===== src/rtl/oam_dma_bus_ctrl_if.sv =====
// oam_dma_bus_ctrl_if: cpu, main-bus, high-bus and OAM-port signals of the OAM DMA bus controller
interface oam_dma_bus_ctrl_if;
  logic        cpu_rd_en;
  logic        cpu_wr_en;
  logic [15:0] cpu_addr;
  logic [7:0]  cpu_wdata;
  logic [7:0]  cpu_rdata;
  logic        mem_rd_en;
  logic        mem_wr_en;
  logic [15:0] mem_addr;
  logic [7:0]  mem_wdata;
  logic [7:0]  mem_rdata;
  logic        hi_rd_en;
  logic        hi_wr_en;
  logic [7:0]  hi_addr;
  logic [7:0]  hi_wdata;
  logic [7:0]  hi_rdata;
  logic        oam_we;
  logic [7:0]  oam_addr;
  logic [7:0]  oam_wdata;
  logic        dma_active;
  modport master (
    input  cpu_rd_en, cpu_wr_en, cpu_addr, cpu_wdata, mem_rdata, hi_rdata,
    output cpu_rdata, mem_rd_en, mem_wr_en, mem_addr, mem_wdata,
           hi_rd_en, hi_wr_en, hi_addr, hi_wdata, oam_we, oam_addr, oam_wdata, dma_active
  );
  modport slave (
    output cpu_rd_en, cpu_wr_en, cpu_addr, cpu_wdata, mem_rdata, hi_rdata,
    input  cpu_rdata, mem_rd_en, mem_wr_en, mem_addr, mem_wdata,
           hi_rd_en, hi_wr_en, hi_addr, hi_wdata, oam_we, oam_addr, oam_wdata, dma_active
  );
endinterface


===== src/rtl/oam_dma_bus_ctrl.sv =====
// oam_dma_bus_ctrl: splits cpu traffic onto main/high buses and runs the FF46 OAM DMA (ports: clk, rst, bus.master)
module oam_dma_bus_ctrl #(
  parameter logic [15:0] DMA_REG_ADDR = 16'hFF46,
  parameter int          DMA_LEN      = 160
) (
  input logic                 clk,
  input logic                 rst,
  oam_dma_bus_ctrl_if.master  bus
);
  typedef enum logic [1:0] {IDLE, START, XFER, FLUSH} state_t;
  state_t      state_q, state_d;
  logic [7:0]  dma_reg_q, dma_reg_d, idx_q, idx_d, pend_data_q, pend_data_d, pend_idx_q, pend_idx_d;
  logic        pend_valid_q, pend_valid_d;
  logic        is_reg, is_hi, is_main, reg_wr, active, xfer, last, main_rd, main_wr, hi_any;
  logic [7:0]  src;
  assign is_reg  = bus.cpu_addr == DMA_REG_ADDR;
  assign is_hi   = bus.cpu_addr[15:8] == 8'hFF && !is_reg;
  assign is_main = !is_hi && !is_reg;
  assign reg_wr  = bus.cpu_wr_en && is_reg;
  assign active  = state_q != IDLE;
  assign xfer    = state_q == XFER;
  assign last    = idx_q == 8'(DMA_LEN - 1);
  // sources E0-FF fold onto C0-DF, the echo of work RAM
  assign src     = dma_reg_q < 8'hE0 ? dma_reg_q : (dma_reg_q & 8'hDF);
  assign main_rd = bus.cpu_rd_en && is_main && !active;
  assign main_wr = bus.cpu_wr_en && is_main && !active;
  assign hi_any  = is_hi && (bus.cpu_rd_en || bus.cpu_wr_en);
  assign bus.hi_rd_en   = bus.cpu_rd_en && is_hi;
  assign bus.hi_wr_en   = bus.cpu_wr_en && is_hi;
  assign bus.hi_addr    = hi_any ? bus.cpu_addr[7:0] : 8'h00;
  assign bus.hi_wdata   = hi_any ? bus.cpu_wdata : 8'h00;
  assign bus.mem_rd_en  = xfer || main_rd;
  assign bus.mem_wr_en  = main_wr;
  assign bus.mem_addr   = xfer ? {src, idx_q} : (main_rd || main_wr) ? bus.cpu_addr : 16'h0000;
  assign bus.mem_wdata  = (main_rd || main_wr) ? bus.cpu_wdata : 8'h00;
  assign bus.cpu_rdata  = !bus.cpu_rd_en ? 8'h00 : is_reg ? dma_reg_q : is_hi ? bus.hi_rdata :
                          active ? 8'hFF : bus.mem_rdata;
  assign bus.oam_we     = pend_valid_q;
  assign bus.oam_addr   = pend_valid_q ? pend_idx_q : 8'h00;
  assign bus.oam_wdata  = pend_valid_q ? pend_data_q : 8'h00;
  assign bus.dma_active = active;
  always_comb begin
    state_d      = state_q;
    dma_reg_d    = dma_reg_q;
    idx_d        = idx_q;
    pend_data_d  = pend_data_q;
    pend_idx_d   = pend_idx_q;
    pend_valid_d = 1'b0;
    // a register write restarts the sequence from any state, dropping the in-flight byte
    if (reg_wr) begin
      state_d   = START;
      dma_reg_d = bus.cpu_wdata;
      idx_d     = 8'h00;
    end else if (state_q == START) begin
      state_d = XFER;
      idx_d   = 8'h00;
    end else if (xfer) begin
      pend_data_d  = bus.mem_rdata;
      pend_idx_d   = idx_q;
      pend_valid_d = 1'b1;
      idx_d        = idx_q + 8'd1;
      state_d      = last ? FLUSH : XFER;
    end else if (state_q == FLUSH) begin
      state_d = IDLE;
    end
  end
  always_ff @(posedge clk) begin
    if (rst) begin
      state_q      <= IDLE;
      dma_reg_q    <= 8'h00;
      idx_q        <= 8'h00;
      pend_data_q  <= 8'h00;
      pend_idx_q   <= 8'h00;
      pend_valid_q <= 1'b0;
    end else begin
      state_q      <= state_d;
      dma_reg_q    <= dma_reg_d;
      idx_q        <= idx_d;
      pend_data_q  <= pend_data_d;
      pend_idx_q   <= pend_idx_d;
      pend_valid_q <= pend_valid_d;
    end
  end
endmodule


===== src/flat_wrapper.sv =====
// flat-port wrapper written by rule: the top's interface ports become plain ports
module oam_dma_bus_ctrl_flat 
#(
  parameter logic [15:0] DMA_REG_ADDR = 16'hFF46,
  parameter int          DMA_LEN      = 160
)
  (clk, rst, bus_cpu_rd_en, bus_cpu_wr_en, bus_cpu_addr, bus_cpu_wdata, bus_mem_rdata, bus_hi_rdata, bus_cpu_rdata, bus_mem_rd_en, bus_mem_wr_en, bus_mem_addr, bus_mem_wdata, bus_hi_rd_en, bus_hi_wr_en, bus_hi_addr, bus_hi_wdata, bus_oam_we, bus_oam_addr, bus_oam_wdata, bus_dma_active);
  oam_dma_bus_ctrl_if bus_i ();
  input logic clk;
  input logic rst;
  input wire logic [$bits(bus_i.cpu_rd_en)-1:0] bus_cpu_rd_en;
  input wire logic [$bits(bus_i.cpu_wr_en)-1:0] bus_cpu_wr_en;
  input wire logic [$bits(bus_i.cpu_addr)-1:0] bus_cpu_addr;
  input wire logic [$bits(bus_i.cpu_wdata)-1:0] bus_cpu_wdata;
  input wire logic [$bits(bus_i.mem_rdata)-1:0] bus_mem_rdata;
  input wire logic [$bits(bus_i.hi_rdata)-1:0] bus_hi_rdata;
  output wire logic [$bits(bus_i.cpu_rdata)-1:0] bus_cpu_rdata;
  output wire logic [$bits(bus_i.mem_rd_en)-1:0] bus_mem_rd_en;
  output wire logic [$bits(bus_i.mem_wr_en)-1:0] bus_mem_wr_en;
  output wire logic [$bits(bus_i.mem_addr)-1:0] bus_mem_addr;
  output wire logic [$bits(bus_i.mem_wdata)-1:0] bus_mem_wdata;
  output wire logic [$bits(bus_i.hi_rd_en)-1:0] bus_hi_rd_en;
  output wire logic [$bits(bus_i.hi_wr_en)-1:0] bus_hi_wr_en;
  output wire logic [$bits(bus_i.hi_addr)-1:0] bus_hi_addr;
  output wire logic [$bits(bus_i.hi_wdata)-1:0] bus_hi_wdata;
  output wire logic [$bits(bus_i.oam_we)-1:0] bus_oam_we;
  output wire logic [$bits(bus_i.oam_addr)-1:0] bus_oam_addr;
  output wire logic [$bits(bus_i.oam_wdata)-1:0] bus_oam_wdata;
  output wire logic [$bits(bus_i.dma_active)-1:0] bus_dma_active;
  assign bus_i.cpu_rd_en = bus_cpu_rd_en;
  assign bus_i.cpu_wr_en = bus_cpu_wr_en;
  assign bus_i.cpu_addr = bus_cpu_addr;
  assign bus_i.cpu_wdata = bus_cpu_wdata;
  assign bus_i.mem_rdata = bus_mem_rdata;
  assign bus_i.hi_rdata = bus_hi_rdata;
  assign bus_cpu_rdata = bus_i.cpu_rdata;
  assign bus_mem_rd_en = bus_i.mem_rd_en;
  assign bus_mem_wr_en = bus_i.mem_wr_en;
  assign bus_mem_addr = bus_i.mem_addr;
  assign bus_mem_wdata = bus_i.mem_wdata;
  assign bus_hi_rd_en = bus_i.hi_rd_en;
  assign bus_hi_wr_en = bus_i.hi_wr_en;
  assign bus_hi_addr = bus_i.hi_addr;
  assign bus_hi_wdata = bus_i.hi_wdata;
  assign bus_oam_we = bus_i.oam_we;
  assign bus_oam_addr = bus_i.oam_addr;
  assign bus_oam_wdata = bus_i.oam_wdata;
  assign bus_dma_active = bus_i.dma_active;
  oam_dma_bus_ctrl #(.DMA_REG_ADDR(DMA_REG_ADDR), .DMA_LEN(DMA_LEN)) u_core (.clk(clk), .rst(rst), .bus(bus_i));
endmodule

===== config.mk =====
export PLATFORM = sky130hd
export DESIGN_NAME = oam_dma_bus_ctrl_flat
export DESIGN_NICKNAME = d
export VERILOG_FILES = /design/src/rtl/oam_dma_bus_ctrl_if.sv /design/src/rtl/oam_dma_bus_ctrl.sv /design/src/flat_wrapper.sv
export SDC_FILE = /design/constraint.sdc
export NUM_CORES = 1
export LEC_CHECK = 0
export BUFFER_PORTS_ARGS = -buffer_cell sky130_fd_sc_hd__clkbuf_2
export CAP_MARGIN = 20
export CELL_PAD_IN_SITES_DETAIL_PLACEMENT = 1
export CELL_PAD_IN_SITES_GLOBAL_PLACEMENT = 1
export CORE_MARGIN = 2
export CORE_UTILIZATION = 35
export DETAILED_ROUTE_END_ITERATION = 16
export GPL_TIMING_DRIVEN = 0
export PLACE_DENSITY_LB_ADDON = 0.1
export SETUP_SLACK_MARGIN = 0.02
export SLEW_MARGIN = 10
export SYNTH_ARGS = -nofsm -noshare
export SYNTH_HDL_FRONTEND = slang
export SYNTH_SLANG_ARGS = --single-unit

===== constraint.sdc =====
create_clock -name clk -period 2.68 [get_ports clk]
set_input_delay 0.402 -clock clk [delete_from_list [all_inputs] [get_ports clk]]
set_output_delay 0.402 -clock clk [all_outputs]
set_load 0.1 [all_outputs]

# --- Word-level counts from Yosys, hierarchy flattened ---
# Index checks and enable logic that the tools add are counted.
classes:
  n_addsub: 1
  magnitude_cmp: 1
  eq_ne: 6
  mux: 18
  n_bitwise: 2
  reduce_logical: 22
ops:
  columns: ["cell", "count"]
  rows:
  - ["two-way mux 8 bit", 9]
  - ["two-way mux 16 bit", 2]
  - ["equality test 16 bit, second input constant", 1]
  - ["equality test 8 bit, second input constant", 2]
  - ["logical AND 1 bit", 10]
  - ["adder 8 x 1 -> 8 bit, second input constant", 1]
  - ["less-than comparator 8 bit, second input constant", 1]
  - ["two-way mux 2 bit", 3]
  - ["two-way mux 6 bit", 1]
  - ["equality test 2 bit, second input constant", 2]
  - ["nonzero test 4 bit", 1]
  - ["zero test 1 bit", 3]
  - ["logical OR 1 bit", 3]
  - ["two-way mux 1 bit", 3]
  - ["AND reduction 3 bit", 1]
  - ["nonzero test 3 bit", 1]
  - ["OR reduction 3 bit", 1]
  - ["equality test 2 x 1 -> 1 bit, second input constant", 1]
  - ["NOT 1 bit", 2]
  - ["nonzero test 2 bit", 1]
  - ["OR reduction 2 bit", 1]
word_totals:
  register_bits: 35
  input_bits: 44
  out_inout_bits: 70
  word_cells: 57

# --- Depth between registers and ports, before layout ---
# Gate-level depths: netlist (run 1).
depth:
  depth_word: 10
  mapped_depth: 7
  mapped_depth_nobuf: 6

# --- Least setup slack after synthesis (run 1) ---
# No wires, ideal clock.
synth_path:
  kind: "register to output"
  from: "register u_core.state_q[0]"
  to: "output port bus_mem_wr_en"
  arrival_time_ns: 3.502
  required_ns: 2.278
  path_slack_ns: -1.224
  stages_incl_launch_ff: 6
  cell_sequence: "dfxtp_1 inv_1 ha_1 inv_1 clkbuf_1 nor3_1"
synth_via:
  elab_chain_len: 3
synth_lines:
  columns: ["element", "line_no", "text"]
  rows:
  - ["from (decl)", "oam_dma_bus_ctrl.sv:11", "state_t state_q, state_d;"]
  - ["from (signal assigned)", "oam_dma_bus_ctrl.sv:76", "state_q <= state_d;"]
  - ["nonzero test 2 bit", "oam_dma_bus_ctrl.sv:20", "assign active = state_q != IDLE;"]
  - ["via bus_dma_active", "flat_wrapper.sv:29", "output wire logic [$bits(bus_i.dma_active)-1:0] bus_dma_active;"]
  - ["zero test 1 bit", "oam_dma_bus_ctrl.sv:26", "assign main_wr = bus.cpu_wr_en && is_main && !active;"]
  - ["logical AND 1 bit", "oam_dma_bus_ctrl.sv:26", null]
  - ["to (decl)", "flat_wrapper.sv:19", "output wire logic [$bits(bus_i.mem_wr_en)-1:0] bus_mem_wr_en;"]
# The timed path passes the listed nets, and every way through them passes these cells.

# --- Final worst setup path (run 1) ---
layout_path:
  from: "input port bus_cpu_addr[10]"
  to: "output port bus_hi_addr[2]"
layout_via:
  elab_chain_len: 5
  elab_cells_between_ends: 6
  cone_classes: "eq/ne (2); mux (1); reduce/logical (3)"
layout_lines:
  columns: ["element", "line_no", "text"]
  rows:
  - ["from (decl)", "flat_wrapper.sv:13", "input wire logic [$bits(bus_i.cpu_addr)-1:0] bus_cpu_addr;"]
  - ["equality test 16 bit", "oam_dma_bus_ctrl.sv:16", "assign is_reg = bus.cpu_addr == DMA_REG_ADDR;"]
  - ["zero test 1 bit", "oam_dma_bus_ctrl.sv:17", "assign is_hi = bus.cpu_addr[15:8] == 8'hFF && !is_reg;"]
  - ["logical AND 1 bit *", "oam_dma_bus_ctrl.sv:17", null]
  - ["logical AND 1 bit *", "oam_dma_bus_ctrl.sv:27", "assign hi_any = is_hi && (bus.cpu_rd_en || bus.cpu_wr_en);"]
  - ["two-way mux 8 bit *", "oam_dma_bus_ctrl.sv:30", "assign bus.hi_addr = hi_any ? bus.cpu_addr[7:0] : 8'h00;"]
  - ["to (decl)", "flat_wrapper.sv:24", "output wire logic [$bits(bus_i.hi_addr)-1:0] bus_hi_addr;"]
# Every way passes the cells marked *; elsewhere a longest branch is shown, timed or not.

==> results.cfg, run 1 <==
[detailed_routing]
met3_length_microns = 496
drc_errors = 0
wl_per_cell_microns = 15.3
initialDrtViolationCount = 45
drtPass1Iterations = 4
wl_microns = 7700
ant_nets = 0
dr_wl_met2_microns = 3470
vias = 2533
avgViaCountPerCell = 5.04
highest_layer = met4
wl_met1_microns = 3630

[sta]
worst_slew_pin_slew_ps = 573
post-route-period-util_pct = 95.0
rsz0062_at_grt = yes
final-max-slew-violation-count = 0
setup_viol = 0
max_clock_freq_mhz = 393
tns_ps = 0
fin_skew_ps = 2.40
hold_viol_final = 0
hold_slack_ps = 371
max_slew_margin_pct = 61.7
fin_crit_ps = 2550

[synthesis]
synthDistinctLibCells = 33
syn-num-nets = 351
synth_xor_area_share_pct = 2.57
synth_commonest_cells = and2_1, dfxtp_1, nand2_1, nand2b_1, mux2i_1
synth.most_common_cell = and2_1
netlist.area_leader.share_pct = 29.4
synthFlopType = dfxtp_1
synth_compound_area_share_pct = 13.4
synthMuxAreaShare_pct = 10.9
synth_top_family_by_area = simple AND/OR/NAND/NOR gates
synth.area.top_cells = dfxtp_1, and2_1, mux2i_1
syn_inst = 302
yosys.area_share.simple_pct = 35.6
synth-seq-cells = 35
synth.largest_area_cell = dfxtp_1
ys_async_sr_fraction_pct = 0
synth-edff-count = 0
yosysSeqAreaShare_pct = 29.4
syn-cell-area_sq_um = 2390
synth_area_per_cell_sq_um = 7.90
synthAdderAreaFrac_pct = 2.62
yosys_warnings = 0

[placed_design]
dp_hpwl_microns = 6260
placed_cell_area_sq_um = 3200
gp_congestion = 0.864
io_buffers = 113

[floorplan]
rows = 30
chipWidth_microns = 86.6
die-area_sq_um = 7500
core_area_sq_um = 6680
fp.dieH_microns = 86.6
io_pins = 114
start_util_pct = 35.7

[critical_path]
worstPathArrival_ps = 2140
r2r_slack_ps = 680
r2r_start = u_core.state_q[0]
crit_path_end = bus_hi_addr[2]
cp-startpoint = bus_cpu_addr[10]
cpPeakStageDelay_ps = 350
end_kind = primary output
worstPathCellList = clkbuf_2 -> nand4_1 -> nor2_2 -> and3b_1 -> clkbuf_1 -> and2_1 -> clkbuf_4
crit_path_start_kind = input pin
path_class = in -> out
cp.required_ps = 2280
cp_max_fo = 10
slowest_stage = and3b_1
crit_cells = 7
rr_worst_depth = 7
path_buf_inv = 3
critPathTopFamily = simple AND/OR/NAND/NOR gates
rr_endpoint = u_core.pend_idx_q[4]

[clock_network]
cts_num_sinks = 35
cts_tree = yes
cts-htree-levels = 2
clk_pin_slew_worst_paths_ps = 70
cts_setup_buffers = 0
cts.path.max_buffers = 2
postCtsHoldBufs = 0
cts_buffers = 5
cts_root_buf = clkbuf_8
clkLatencyLatePin_ps = 290

[layout]
syn_to_final_growth_pct = 43.1
fin_area_sq_um = 3420
multi_input_area_sq_um = 1720
regArea_sq_um = 701
drive_gt1_share_pct = 38.3
diodes = 0
final_nets = 471
fillCellCount = 854

[global_routing]
grt.overflow.total = 0
grt_max_degree = 12
antenna_found_initial = 0
grt_pass1_vias = 2547
grt_pass1_wl_microns = 12900
grt_usage_pct = 21.4

[pwr]
total_power_mw = 1.33
max-vdd-ir-drop_v = 0.000158
p_leak_nw = 1.53
power_density_nw_per_um2 = 390

[run]
cap_violations = 0

[status]
status = finished clean

[hold_path]
hold_class = in -> reg
-- where the power goes --
group / internal (mW) / total [mW] / switching (mW) / leakage [nW]
clock network: 0.178 / 0.374 / 0.196 / 0.0477
registers: 0.520 / 0.520 / 0.00000123 / 0.282
logic: 0.104 / 0.438 / 0.334 / 1.20
total: 0.802 / 1.33 / 0.529 / 1.53
-- state kept, by name, indices dropped and copies added (netlist names) --
name,cells
u_core.dma_reg_q,8
u_core.pend_idx_q,8
u_core.idx_q,8
u_core.bus.oam_we,1
u_core.state_q,2
u_core.pend_data_q,8
-- tightest hold or removal path, stage by stage --
cell,delay [ps]
clkbuf_2,90
nand2b_1,60
mux2i_1,60
-- per-layer routing --
layer,up-vias,track usage (%)
li1,1287,-
met1,1159,29.8
met2,80,34.0
met3,7,3.90
met4,0,5.54
met5,-,0
-- stage by stage --
stage	instances	util, %	setup slack (ps)
5_1_grt	503	51.1	0.302
3_5_place_dp	495	47.9	-76.9
6_report	503	51.1	134
4_1_cts	503	50.4	50.4
3_3_place_gp	495	47.9	-46.8
2_1_floorplan	302	-	-138
-- how the worst min path moves through the flow --
stage	start	end	cells past startpoint
global route	bus_mem_rdata[1]	u_core.pend_data_q[1]	3
finish	bus_mem_rdata[0]	u_core.pend_data_q[0]	3
CTS	bus_mem_rdata[0]	u_core.pend_data_q[0]	3
global placement	u_core.pend_data_q[7]	u_core.pend_data_q[7]	2
detailed placement	u_core.pend_data_q[5]	u_core.pend_data_q[5]	2
floorplan	u_core.pend_data_q[0]	u_core.pend_data_q[0]	2
-- layout make-up --
| class | instances | share of cell area, % |
|---|---|---|
| buffer | 23 | 3.52 |
| clock buffer | 5 | 2.01 |
| clock inverter | 3 | 0.439 |
| inverter | 5 | 0.549 |
| multi-input combinational | 239 | 50.2 |
| sequential | 35 | 20.5 |
| tap | 80 | 2.93 |
| timing repair buffer | 113 | 19.8 |
-- cell usage in the layout, fill, tap and decap left out, types with 2 or more instances in the layout --
cell type	n
and2_1	42
xnor2_1	3
clkinv_2	3
nor4_1	10
mux2i_1	26
and3_1	3
ha_1	5
clkbuf_2	74
nand3_1	8
o31ai_1	8
xor2_1	4
buf_2	12
o21ai_0	8
clkbuf_8	5
nor2_1	3
inv_1	5
nor3_1	2
clkbuf_1	10
clkbuf_4	21
a21oi_1	9
and4_1	2
a22o_1	2
buf_4	12
buf_6	6
a21oi_4	8
dfxtp_1	35
nand2_1	33
nand2b_1	33
nand4_1	6
o21ai_2	13
-- cells by family after synthesis --
family | after synthesis
multiplexers | 26
AO/OA/AOI/OAI | 53
adder cells (fa/ha/maj) | 5
buffers and inverters | 28
XOR/XNOR | 7
flip-flops | 35
AND/OR/NAND/NOR | 148
-- timing repair --
item	in CTS	in global routing
setup endpoints to repair	33	41
hold endpoints to repair	0	0
cloned	0	0
resized for setup	34	44
(Power assumes the default switching activity.)
==> run 2, diff against run 1 <==
BUFFER_PORTS_ARGS = not set   (was -buffer_cell sky130_fd_sc_hd__clkbuf_2)
CORE_UTILIZATION = 47   (was 35)
DONT_BUFFER_PORTS = 1   (was not set)
REMOVE_ABC_BUFFERS = 1   (was not set)
==> results.cfg, run 2 (synthesis gave the netlist of run 1 again) <==
[floorplan]
fp.dieH_microns = 75.3
start_util_pct = 49.6
chipWidth_microns = 75.3
io_pins = 114
die-area_sq_um = 5670
core_area_sq_um = 4820
rows = 25

[sta]
final-max-slew-violation-count = 0
hold_viol_final = 0
post-route-period-util_pct = 98.9
worst_slew_pin_slew_ps = 1090
setup_viol = 0
rsz0062_at_grt = yes
fin_skew_ps = 6.70
max_slew_margin_pct = 27.2
fin_crit_ps = 2650
max_clock_freq_mhz = 377

[clock_network]
clk_pin_slew_worst_paths_ps = 80
cts_root_buf = clkbuf_8
cts.path.max_buffers = 2
clkLatencyLatePin_ps = 300
postCtsHoldBufs = 0
cts_num_sinks = 35
cts_buffers = 5
cts_tree = yes
cts-htree-levels = 2

[detailed_routing]
initialDrtViolationCount = 74
vias = 2295
avgViaCountPerCell = 6.29
ant_nets = 0
drc_errors = 0
drtPass1Iterations = 4
wl_per_cell_microns = 21.7
wl_microns = 7910

[layout]
final_nets = 346
syn_to_final_growth_pct = 24.3
final_common_cell = nand2b_1
drive_gt1_share_pct = 27.9
diodes = 0
fin_util_pct = 61.6
fin_cells = 365
final_cell_mix = nand2b_1, dfxtp_1, nand2_1, mux2i_1, and2_2

[pwr]
power_density_nw_per_um2 = 493
p_leak_nw = 1.05
max-vdd-ir-drop_v = 0.000402

[critical_path]
cp_max_fo = 5
path_class = reg -> out
cp.required_ps = 2280
end_kind = primary output
worstPathArrival_ps = 2250
crit_path_start_kind = flip-flop

[global_routing]
grt_pass1_wl_microns = 11700
grt_max_degree = 52
grt.overflow.total = 0
antenna_found_initial = 0
grt_pass1_vias = 2279
grt_usage_pct = 27.6

[run]
cap_violations = 0

[status]
status = finished clean

[placed_design]
dp_hpwl_microns = 4910
dp_cells = 353
gp_congestion = 0.772
io_buffers = 0

[hold_path]
hold_class = in -> reg
run 2: cell count changes in the layout (fill, tap and decap cells not counted), moves of 4 or more:
cell	previous run	this run
clkbuf_2	74	0
and2_2	0	24
and2_1	42	18
buf_2	12	0
buf_6	6	2
clkbuf_1	10	0
o21ai_4	0	13
buf_4	12	2
o21ai_2	13	0
clkbuf_4	21	0
run 2: routing by layer:
| metal | global-route usage (%) | routed length (microns) |
|---|---|---|
| met2 | 46.4 | 3810 |
| met1 | 36.0 | 3430 |
| met4 | 6.04 | 132 |
| met5 | 0 | 0 |
| met3 | 6.69 | 532 |
run 2: per-stage QoR:
step                      hold WS, ps  total power, mW  cell area, sq um  TNS, ps  setup slack (ps)
after floorplan                   443            0.826              2270   -57920             -2310
after global placement            453            0.838              2360  -102070             -3270
after detailed placement          459            0.863              2560   -16640              -497
after CTS                         170             1.46              2950        0              8.65
after global routing              153             1.50              2970     -134             -53.4
final                             171             1.46              2970        0              29.2
run 2: power breakdown:
part | switching [mW] | internal (mW)
Combinational | 0.298 | 0.0617
Clock | 0.212 | 0.371
Sequential | 0.00000145 | 0.519
Total | 0.510 | 0.952
run 2: timing repair:
item | in CTS | in global routing
buffers inserted | 3 | 0
setup endpoints to repair | 62 | 19
pin swaps | 4 | 2
cloned | 1 | 0
gates resized for setup | 53 | 5
run 2: worst paths after layout:
path	depth (start not counted)	slack, ps	endpoint	start
setup / recovery	7	30	bus_mem_addr[0]	u_core.state_q[0]
hold / removal	1	170	u_core.state_q[0]	rst
setup reg to reg	5	340	u_core.pend_data_q[6]	u_core.state_q[0]
hold reg to reg	2	470	u_core.pend_idx_q[3]	u_core.pend_idx_q[3]
run 2: area by class of cell:
class	instances	area, sq um
well taps	67	83.8
inverters	5	21.3
clock inverters	3	67.6
multi-input cells	240	1880
clock buffers	5	68.8
fillers	568	1850
flip-flops and latches	35	704
repair buffers	10	145
run 2: worst max-delay path, cell delays in order, from the launching register on:
cell and delay [ps]:
dfxtp_2 350, inv_1 160, ha_4 190, inv_4 70
a211oi_4 250, buf_4 190, and2_1 200, a22o_2 520
